[src/rtl/gomoku_pkg.sv]
// Shared encodings, board geometry and FSM state type for the gomoku controller.
package gomoku_pkg;

  localparam int N_SIDE  = 16;
  localparam int WIN_LEN = 5;

  localparam logic [1:0] CELL_EMPTY = 2'b00;
  localparam logic [1:0] CELL_P1    = 2'b10;
  localparam logic [1:0] CELL_P2    = 2'b01;

  localparam logic [1:0] ST_PLAY    = 2'b00;
  localparam logic [1:0] ST_P1_WIN  = 2'b10;
  localparam logic [1:0] ST_P2_WIN  = 2'b01;
  localparam logic [1:0] ST_DRAW    = 2'b11;

  typedef enum logic [2:0] {
    IDLE,
    PLACE,
    SCAN_POS,
    SCAN_NEG,
    NEXT_DIR,
    RESOLVE,
    OVER
  } state_t;

  typedef enum logic [1:0] {
    DIR_E,
    DIR_S,
    DIR_SE,
    DIR_NE
  } scan_dir_t;

  // Bit offset of cell (x,y) in the flat board vector: x*2 + y*32.
  function automatic logic [8:0] cell_off(input logic [3:0] x, input logic [3:0] y);
    return {y, x, 1'b0};
  endfunction

endpackage

[src/rtl/win_scan.sv]
// Run-length probe engine: walks one line direction at a time from the placed cell.
module win_scan #(
  parameter int N_SIDE  = gomoku_pkg::N_SIDE,
  parameter int WIN_LEN = gomoku_pkg::WIN_LEN
) (
  input  logic       Clck,
  input  logic       Reset,
  input  logic [3:0] origin_x,
  input  logic [3:0] origin_y,
  input  logic       scan_start,
  input  logic       scan_hit,
  input  logic       scan_flip,
  input  logic       scan_next,
  output logic [3:0] probe_x,
  output logic [3:0] probe_y,
  output logic       probe_in,
  output logic [3:0] run_count,
  output logic       step_last,
  output logic       dir_last
);
  import gomoku_pkg::*;

  localparam logic signed [5:0] SIDE = 6'(N_SIDE);

  scan_dir_t         dir;
  logic              neg;
  logic [2:0]        step;
  logic signed [5:0] dx, dy, ox, oy, mag, px, py;

  always_ff @(posedge Clck) begin
    if (Reset || scan_start) begin
      dir       <= DIR_E;
      neg       <= 1'b0;
      step      <= 3'd1;
      run_count <= 4'd1;
    end else if (scan_next) begin
      dir       <= scan_dir_t'(2'(dir + 2'd1));
      neg       <= 1'b0;
      step      <= 3'd1;
      run_count <= 4'd1;
    end else begin
      if (scan_hit)
        run_count <= run_count + 4'd1;
      // The count survives the flip so both halves of a line accumulate.
      if (scan_flip) begin
        neg  <= 1'b1;
        step <= 3'd1;
      end else if (scan_hit) begin
        step <= step + 3'd1;
      end
    end
  end

  always_comb begin
    dx = 6'sd1;
    dy = 6'sd0;
    case (dir)
      DIR_E:   begin dx = 6'sd1; dy = 6'sd0;  end
      DIR_S:   begin dx = 6'sd0; dy = 6'sd1;  end
      DIR_SE:  begin dx = 6'sd1; dy = 6'sd1;  end
      default: begin dx = 6'sd1; dy = -6'sd1; end
    endcase
    ox  = $signed({2'b00, origin_x});
    oy  = $signed({2'b00, origin_y});
    mag = $signed({3'b000, step});
    if (neg) begin
      px = ox - dx * mag;
      py = oy - dy * mag;
    end else begin
      px = ox + dx * mag;
      py = oy + dy * mag;
    end
  end

  assign probe_in  = (px >= 6'sd0) && (px < SIDE) && (py >= 6'sd0) && (py < SIDE);
  assign probe_x   = px[3:0];
  assign probe_y   = py[3:0];
  assign step_last = (step == 3'(WIN_LEN - 1));
  assign dir_last  = (dir == DIR_NE);

endmodule

[src/rtl/game_ctrl.sv]
// Two-player gomoku controller: pointer, board store, turn keeping and win/draw resolution.
//   state    | meaning
//   IDLE     | accept pointer moves and placements
//   PLACE    | stone written, scan engine initialised
//   SCAN_POS | probe along +direction
//   SCAN_NEG | probe along -direction
//   NEXT_DIR | advance to next direction or finish
//   RESOLVE  | publish win/draw or hand over the turn
//   OVER     | game finished, frozen until Reset
module game_ctrl #(
  parameter int N_SIDE  = gomoku_pkg::N_SIDE,
  parameter int WIN_LEN = gomoku_pkg::WIN_LEN
) (
  input  logic                         Clck,
  input  logic                         Reset,
  input  logic                         btn_up,
  input  logic                         btn_down,
  input  logic                         btn_left,
  input  logic                         btn_right,
  input  logic                         btn_place,
  output logic [2*N_SIDE*N_SIDE-1:0]   board,
  output logic [1:0]                   gaming_status,
  output logic [3:0]                   pointer_loc_x,
  output logic [3:0]                   pointer_loc_y,
  output logic [1:0]                   turn,
  output logic                         busy,
  output logic                         illegal
);
  import gomoku_pkg::*;

  state_t     state, state_nx;
  logic       win_flag;
  logic [8:0] move_cnt;

  logic [3:0] probe_x, probe_y, run_count;
  logic       probe_in, step_last, dir_last;
  logic       scan_start, scan_hit, scan_flip, scan_next;

  logic [1:0] tgt_cell, probe_cell;
  logic       place_req, place_ok, place_bad, match, win_hit, board_full;

  win_scan #(.N_SIDE(N_SIDE), .WIN_LEN(WIN_LEN)) u_win_scan (
    .Clck       (Clck),
    .Reset      (Reset),
    .origin_x   (pointer_loc_x),
    .origin_y   (pointer_loc_y),
    .scan_start (scan_start),
    .scan_hit   (scan_hit),
    .scan_flip  (scan_flip),
    .scan_next  (scan_next),
    .probe_x    (probe_x),
    .probe_y    (probe_y),
    .probe_in   (probe_in),
    .run_count  (run_count),
    .step_last  (step_last),
    .dir_last   (dir_last)
  );

  assign tgt_cell   = board[cell_off(pointer_loc_x, pointer_loc_y) +: 2];
  assign probe_cell = board[cell_off(probe_x, probe_y) +: 2];
  assign place_req  = (state == IDLE) && btn_place;
  assign place_ok   = place_req && (tgt_cell == CELL_EMPTY);
  assign place_bad  = place_req && (tgt_cell != CELL_EMPTY);
  // The pointer cannot move while busy, so it still marks the placed cell.
  assign match      = probe_in && (probe_cell == turn);
  assign win_hit    = match && (({1'b0, run_count} + 5'd1) >= 5'(WIN_LEN));
  assign board_full = (move_cnt == 9'(N_SIDE * N_SIDE));

  always_ff @(posedge Clck) begin
    if (Reset)
      state <= IDLE;
    else
      state <= state_nx;
  end

  always_comb begin
    state_nx = state;
    case (state)
      IDLE:     if (place_ok) state_nx = PLACE;
      PLACE:    state_nx = SCAN_POS;
      SCAN_POS: begin
        if (win_hit)                 state_nx = RESOLVE;
        else if (!match || step_last) state_nx = SCAN_NEG;
      end
      SCAN_NEG: begin
        if (win_hit)                 state_nx = RESOLVE;
        else if (!match || step_last) state_nx = NEXT_DIR;
      end
      NEXT_DIR: state_nx = dir_last ? RESOLVE : SCAN_POS;
      RESOLVE:  state_nx = (win_flag || board_full) ? OVER : IDLE;
      OVER:     state_nx = OVER;
      default:  state_nx = IDLE;
    endcase
  end

  always_comb begin
    busy       = (state != IDLE) && (state != OVER);
    scan_start = (state == PLACE);
    scan_hit   = ((state == SCAN_POS) || (state == SCAN_NEG)) && match;
    scan_flip  = (state == SCAN_POS) && (!match || step_last);
    scan_next  = (state == NEXT_DIR);
  end

  always_ff @(posedge Clck) begin
    if (Reset) begin
      board         <= '0;
      gaming_status <= ST_PLAY;
      pointer_loc_x <= 4'd4;
      pointer_loc_y <= 4'd6;
      turn          <= CELL_P1;
      illegal       <= 1'b0;
      move_cnt      <= 9'd0;
      win_flag      <= 1'b0;
    end else begin
      illegal <= place_bad;
      if (place_ok) begin
        board[cell_off(pointer_loc_x, pointer_loc_y) +: 2] <= turn;
        move_cnt <= move_cnt + 9'd1;
        win_flag <= 1'b0;
      end else if ((state == IDLE) && !btn_place) begin
        if (btn_up && !btn_down && (pointer_loc_y != 4'd0))
          pointer_loc_y <= pointer_loc_y - 4'd1;
        else if (btn_down && !btn_up && (pointer_loc_y != 4'(N_SIDE - 1)))
          pointer_loc_y <= pointer_loc_y + 4'd1;
        if (btn_left && !btn_right && (pointer_loc_x != 4'd0))
          pointer_loc_x <= pointer_loc_x - 4'd1;
        else if (btn_right && !btn_left && (pointer_loc_x != 4'(N_SIDE - 1)))
          pointer_loc_x <= pointer_loc_x + 4'd1;
      end
      if (((state == SCAN_POS) || (state == SCAN_NEG)) && win_hit)
        win_flag <= 1'b1;
      if (state == RESOLVE) begin
        if (win_flag)
          gaming_status <= turn;
        else if (board_full)
          gaming_status <= ST_DRAW;
        else
          turn <= ~turn;
      end
    end
  end

endmodule

[config.mk]
export PLATFORM = sky130hd
export DESIGN_NAME = game_ctrl
export DESIGN_NICKNAME = d
export VERILOG_FILES = /design/src/rtl/gomoku_pkg.sv /design/src/rtl/win_scan.sv /design/src/rtl/game_ctrl.sv
export SDC_FILE = /design/constraint.sdc
export NUM_CORES = 2
export LEC_CHECK = 0
export CELL_PAD_IN_SITES_DETAIL_PLACEMENT = 0
export CELL_PAD_IN_SITES_GLOBAL_PLACEMENT = 2
export CORE_MARGIN = 1.5
export CORE_UTILIZATION = 30
export DETAILED_ROUTE_END_ITERATION = 16
export PLACE_DENSITY_LB_ADDON = 0.3
export SYNTH_ARGS = -nofsm -noshare
export SYNTH_HDL_FRONTEND = slang
export SYNTH_HIERARCHICAL = 1
export SYNTH_SLANG_ARGS = --single-unit
[constraint.sdc]
create_clock -name Clck -period 6.9 [get_ports Clck]
set_input_delay 2.07 -clock Clck [delete_from_list [all_inputs] [get_ports Clck]]
set_output_delay 2.07 -clock Clck [all_outputs]
set_load 0.005 [all_outputs]
== Yosys cells after proc, flatten, opt, wreduce, memory -nomap -nowiden ==
Index checks and enable logic that the tools add are counted.
W data, S select, Z words.

* Word-level logic and storage cells: 131
* Register bits after elaboration: 548
* Output and inout port bits: 526

* Multipliers: 2
* Eq/ne operators: 18
* Magnitude comparators: 5
* Shifts and indexed selects: 4
* $add $sub $neg: 14
* Bitwise operators: 4
* Multiplexer cells: 21
* Reduce and logical (&&, ||, !) cells: 50

{| class="wikitable"
|+ Operators with widths
! cell !! number
|-
| $shiftx A512 B10 Y2 || 2
|-
| $bwmux W512 || 1
|-
| $shift A2 B11 Y512 const A || 1
|-
| $shiftx A2 B11 Y512 || 1
|-
| $logic_and A1 B1 Y1 || 21
|-
| $mux W3 || 7
|-
| $pmux W3 S7 || 1
|-
| $mux W4 || 4
|-
| $add A4 B1 Y4 const B || 3
|-
| $add A5 B6 Y6 || 2
|-
| $eq A3 B3 Y1 const B || 4
|-
| $ge A6 B1 Y1 const B || 2
|-
| $lt A6 B6 Y1 const B || 2
|-
| $mux W6 || 2
|-
| $pmux W6 S2 || 1
|-
| $reduce_and A3 Y1 || 4
|-
| $sub A5 B6 Y6 || 2
|-
| $neg A9 Y11 || 1
|-
| $reduce_bool A2 Y1 || 5
|-
| $add A9 B1 Y9 const B || 1
|-
| $eq A9 B9 Y1 const B || 1
|-
| $ne A3 B3 Y1 const B || 3
|-
| $ne A4 B4 Y1 const B || 2
|-
| $reduce_bool A4 Y1 || 2
|-
| 25 further kinds || 43
|}

== Logic depth before layout (Yosys ltp) ==
* Depth in word-level cells: 15
* Gate-level depth with buffers: 26
* Mapped depth without buffers: 23

== Modules after synthesis ==
The synthesis kept the hierarchy.

{| class="wikitable"
|+ Modules (own cells, without submodules)
! module !! area an instance (sq um) !! cells an instance !! seq. area each (sq um) !! instances
|-
| game_ctrl || 31288.8 || 3498 || 10770.3 || 1
|-
| win_scan || 1285.0 || 153 || 200.2 || 1
|}

== Worst setup path before layout ==
Ideal clock, no wire load.

* Path kind: reg2reg
* From: register u_win_scan.dir[1]
* To: register u_win_scan.step[0]
* Path slack: 1308 ps
* Library setup time: 127 ps
* Cell stages (with the launch flop): 23
* Data arrival time: 5466 ps
* Cells stage by stage: dfxtp_1 -> inv_1 -> ha_1 -> or2b_1 -> ha_1 -> a21oi_1 -> ha_1 -> a21o_1 -> a21oi_1 -> xnor2_1 -> buf_2 -> buf_1 -> buf_1 -> mux4_2 -> nand2_1 -> a41oi_1 -> a31oi_1 -> or4_1 -> a211oi_1 -> and2_1 -> clkbuf_1 -> xor2_1 -> or3_1

* Elaborated cells between the ends (all ways): 29

{| class="wikitable"
|+ RTL lines
! what !! line !! source
|-
| start, declared || win_scan.sv:25 || <nowiki>scan_dir_t dir;</nowiki>
|-
| start signal, assigned || win_scan.sv:37 || <nowiki>dir <= scan_dir_t'(2'(dir + 2'd1));</nowiki>
|-
| $eq A2 B1 Y1 * || win_scan.sv:57 || <nowiki>case (dir)</nowiki>
|-
| $mux W1 * || win_scan.sv:57 ||
|-
| $mul A1 B3 Y4 * || win_scan.sv:67, win_scan.sv:70 ||
|-
| $add A5 B6 Y6 / $sub A5 B6 Y6 (equally long branches) || win_scan.sv:70, win_scan.sv:67 ||
|-
| $mux W6 * || win_scan.sv:66 || <nowiki>if (neg) begin</nowiki>
|-
| named net probe_x[3] || game_ctrl.sv:35 || <nowiki>logic [3:0] probe_x, probe_y, run_count;</nowiki>
|-
| branches (longest 4 deep; another with $shiftx A512 B10 Y2) || n/a ||
|-
| $logic_and A1 B1 Y1 * || game_ctrl.sv:65 || <nowiki>assign match = probe_in && (probe_cell == turn);</nowiki>
|-
| $logic_and A1 B1 Y1 * || game_ctrl.sv:99 || <nowiki>scan_hit = ((state == SCAN_POS) || (state == SCAN_NEG)) && match;</nowiki>
|-
| named net scan_hit || game_ctrl.sv:37 || <nowiki>logic scan_start, scan_hit, scan_flip, scan_next;</nowiki>
|-
| end signal, assigned || win_scan.sv:49 || <nowiki>step <= step + 3'd1;</nowiki>
|-
| end, declared || win_scan.sv:27 || <nowiki>logic [2:0] step;</nowiki>
|}

Mark *: on every way through the listed nets, which the timed path passes.
A chain may end at the register's enable or synchronous reset.

== Worst setup path after layout ==
Same ends and word-level chain as after synthesis.

==> summary.md <==
| Metric | Value |
|---|---|
| Status | completed |
| Critical Path RT | 7420 ps |
| Final Util | roughly two fifths |
| Number of synthesized flops with an enable pin | 0 |
| Mapped Area | around 0.033 mm² |
| WL per Instance | 36.3 µm |
| Max-cap violations | 0 |
| Vias in the first global route | around 32000 |
| Die X | about 330 µm |
| Slew headroom | 12.2% |
| Post-DR vias/cell | just over 6 |
| Count leader, synth | nand2_1 |
| Syn Area/Cell | between 8 and 9 µm² |
| Yosys top cell area share | between 30% and 40% |
| CTS Buf Count | 70 |
| Fmax | 154 MHz |
| Final Power | 10.1 mW |
| Synth area leader | dfxtp_1 |
| Multi-input gate area | 0.0202 mm² |
| Largest family of logic cells by synthesized area | multiplexers |
| Reg2reg path depth | 21 |
| CTS tree | built |
| Fillers | 10800 |
| Least-Margin Pin Slew | 1310 ps |
| Comb pwr share | between 30 and 40% |
| Post-layout instance area | around 0.042 mm² |
| Htree depth | 3 |
| Syn_nets | 3702 |
| Global route total overflow | 0 |
| Top cells by count, synth | nand2_1, dfxtp_1, mux2i_1 |
| Switching Share | between 30% and 40% |
| Final-report hold violation count | 0 |
| Placed inst area | 0.0396 mm² |
| Startpoint class of the critical path | flop |
| Reg power frac | 32.3% |
| Core area | 0.107 mm² |
| Gpl congestion | 1.01 |
| Async SR Flop Fraction | 0% |
| Psw | around 3.9 mW |
| WS Path Type | reg2reg |
| Power share of the clock group | 37.6% |
| Syn Inst Count | ~3700 |
| Vias | 34300 |
| I/O Buffers | 532 |
| Post-DP HPWL | 150000 µm |
| Drt pass-1 iters | 6 |
| Setup violations, final | 0 |
| CP Capture Type | flop |
| Clock skew | 28.9 ps |
| Compound-cell area share of the yosys netlist | 13.5% |
| Register bit total from synthesis | 548 |
| Worst-path clk slew | 60 ps |
| Crit-path max FO | 28 |
| CTS Sinks | 548 |
| Simple-gate portion of the synthesized area | 21.5% |
| Peak VDD IR | between 150 and 200 µV |
| Setup_tns | 0 ps |
| PwrDens | roughly 240 mW/mm² |
| RSZ-0062 raised after global routing | no |
| Final Non-Filler Cells | 5535 |
| Initial Util | approximately 30% |
| Die H | 333 µm |
| Mux cell area share after synthesis | about a quarter |
| Synth Area in Adders | 1.83% |
| Yosys Warn Count | 6 |
| Layout area overhead | 28.7% |
| Register Area | 0.0110 mm² |
| IO Pins | 533 |
| Nets | 4127 |
| Final Max Tran Viols | 0 |
| Die footprint | roughly 0.11 mm² |
| Final hold slack | 489 ps |
| FP Rows | 120 |
| DP Cell Count | 5407 |
| Share of layout cells above drive strength 1 | 12.1% |
| Post-route ant nets | 0 |
| Fin worst setup slack | 423 ps |
| Post-layout min period | 6480 ps |
| Initial antenna violation count | 11 |
| Largest cells by area after synthesis | dfxtp_1, mux2i_1, mux4_2 |
| Final period utilization | 93.9% |
| Min-Delay Path Class | reg2reg |
| Netlist cell types | 85 |
| Worst-Skew Late Latency | 650 ps |
| Main flop type after synthesis | dfxtp_1 |
| LEAKAGE | 14.9 nW |
| Hold Crit Depth | 2 |
| Largest net degree at the start of global routing | between 150 and 200 |
| CTS Buffer Depth | 3 |
| Synth Area in XOR/XNOR | 1.04% |
| Iter 0 DRT Violations | 4498 |
| Crit path arrival time | 7000 ps |
| Seq/Total Area, Yosys | approximately a third |
| Tot GR Track Use | 35.0% |
| Pre-CTS setup slack | 336 ps |
| Detailed Route WL | between 200000 and 250000 µm |
| CTS root buffer | clkbuf_16 |
| Internal | ~6.2 mW |
| DRC viols | 0 |
| First-pass GRT wire length | 273000 µm |
## power groups by stage
stage | Combinational, mW | Clock [mW] | Sequential, mW
final | 3.03 | 3.78 | 3.25
after global routing | 3.06 | 3.93 | 3.26
after CTS | 2.90 | 3.79 | 3.25
after detailed placement | 2.89 | 0 | 3.32
after global placement | 2.89 | 0 | 3.32
after floorplan | 1.76 | 0 | 3.27
## cell type report
type	instances	share of cell area, %
multi-input combinational	2740	48.2
sequential	548	26.2
timing repair buffer	666	15.5
clock buffer	110	5.07
tap	1403	4.19
inverter	50	0.478
clock inverter	13	0.352
antenna	5	0.0299
## critical path, cell delays in order, from the launching register on
cell,delay (ps)
dfxtp_1,390
inv_1,80
ha_1,210
or2b_1,250
ha_1,200
ha_1,280
a21oi_1,70
ha_1,410
a21oi_1,190
xnor2_4,600
buf_12,290
nor2_1,200
a2111oi_0,490
a311o_1,230
a31oi_1,50
o311a_1,190
or4_1,510
a211oi_1,650
buf_4,290
and2_1,320
xor2_1,110
or3_1,300
## metal layers
layer,vias to the layer above,track usage (%),part of all wire [%]
met3,475,9.32,11
li1,14400,-,-
met1,17000,44.5,39
met4,10,20.8,6.6
met2,2393,53.0,43
met5,-,0,0.034
## placed cells by master (no fill, tap or decap), drive strengths merged, types with 16 or more instances in the layout
master	instances
nand2	637
dfxtp	548
clkdlybuf4s50	531
mux2i	433
nor2	213
nand3	159
a21oi	149
mux4	142
nor3	142
buf	135
or3	111
clkbuf	110
o21ai	96
o311ai	69
o31ai	68
inv	48
nand4	39
ha	38
nor4	36
a211oi	32
o41ai	32
o211ai	31
a31oi	22
a22oi	20
xnor2	20
nor2b	19
or4	17
xor2	16
## flip-flops by register name (all words and copies together), names as in the netlist, 2 cells and up
name / cells
board: 512
turn: 2
gaming_status: 2
u_win_scan/run_count: 4
move_cnt: 9
u_win_scan/dir: 2
pointer_loc_y: 4
u_win_scan/step: 3
pointer_loc_x: 4
state: 3
## repair_timing
action | 4_1_cts | 5_1_grt
resized for setup | 0 | 1
endpoints found under the setup margin | 0 | 2
hold buffers | 0 | 0
buffers inserted | 0 | 0
## path summary, 6_finish.rpt
check	start	endpoint	slack [ps]
worst max-delay path	u_win_scan/dir[1]	u_win_scan/step[0]	420
worst min-delay path	move_cnt[8]	move_cnt[8]	490
worst max register to register	u_win_scan/dir[1]	u_win_scan/step[0]	420
worst min register to register	move_cnt[8]	move_cnt[8]	490
## kinds of logic after synthesis
| family | Yosys count |
|---|---|
| simple gates | 1435 |
| compound gates | 635 |
| mux | 589 |
| flops | 548 |
| buf+inv | 363 |
| fa+ha+maj | 44 |
| xor+xnor | 37 |
Note: power is estimated with default switching activity, not from simulation.
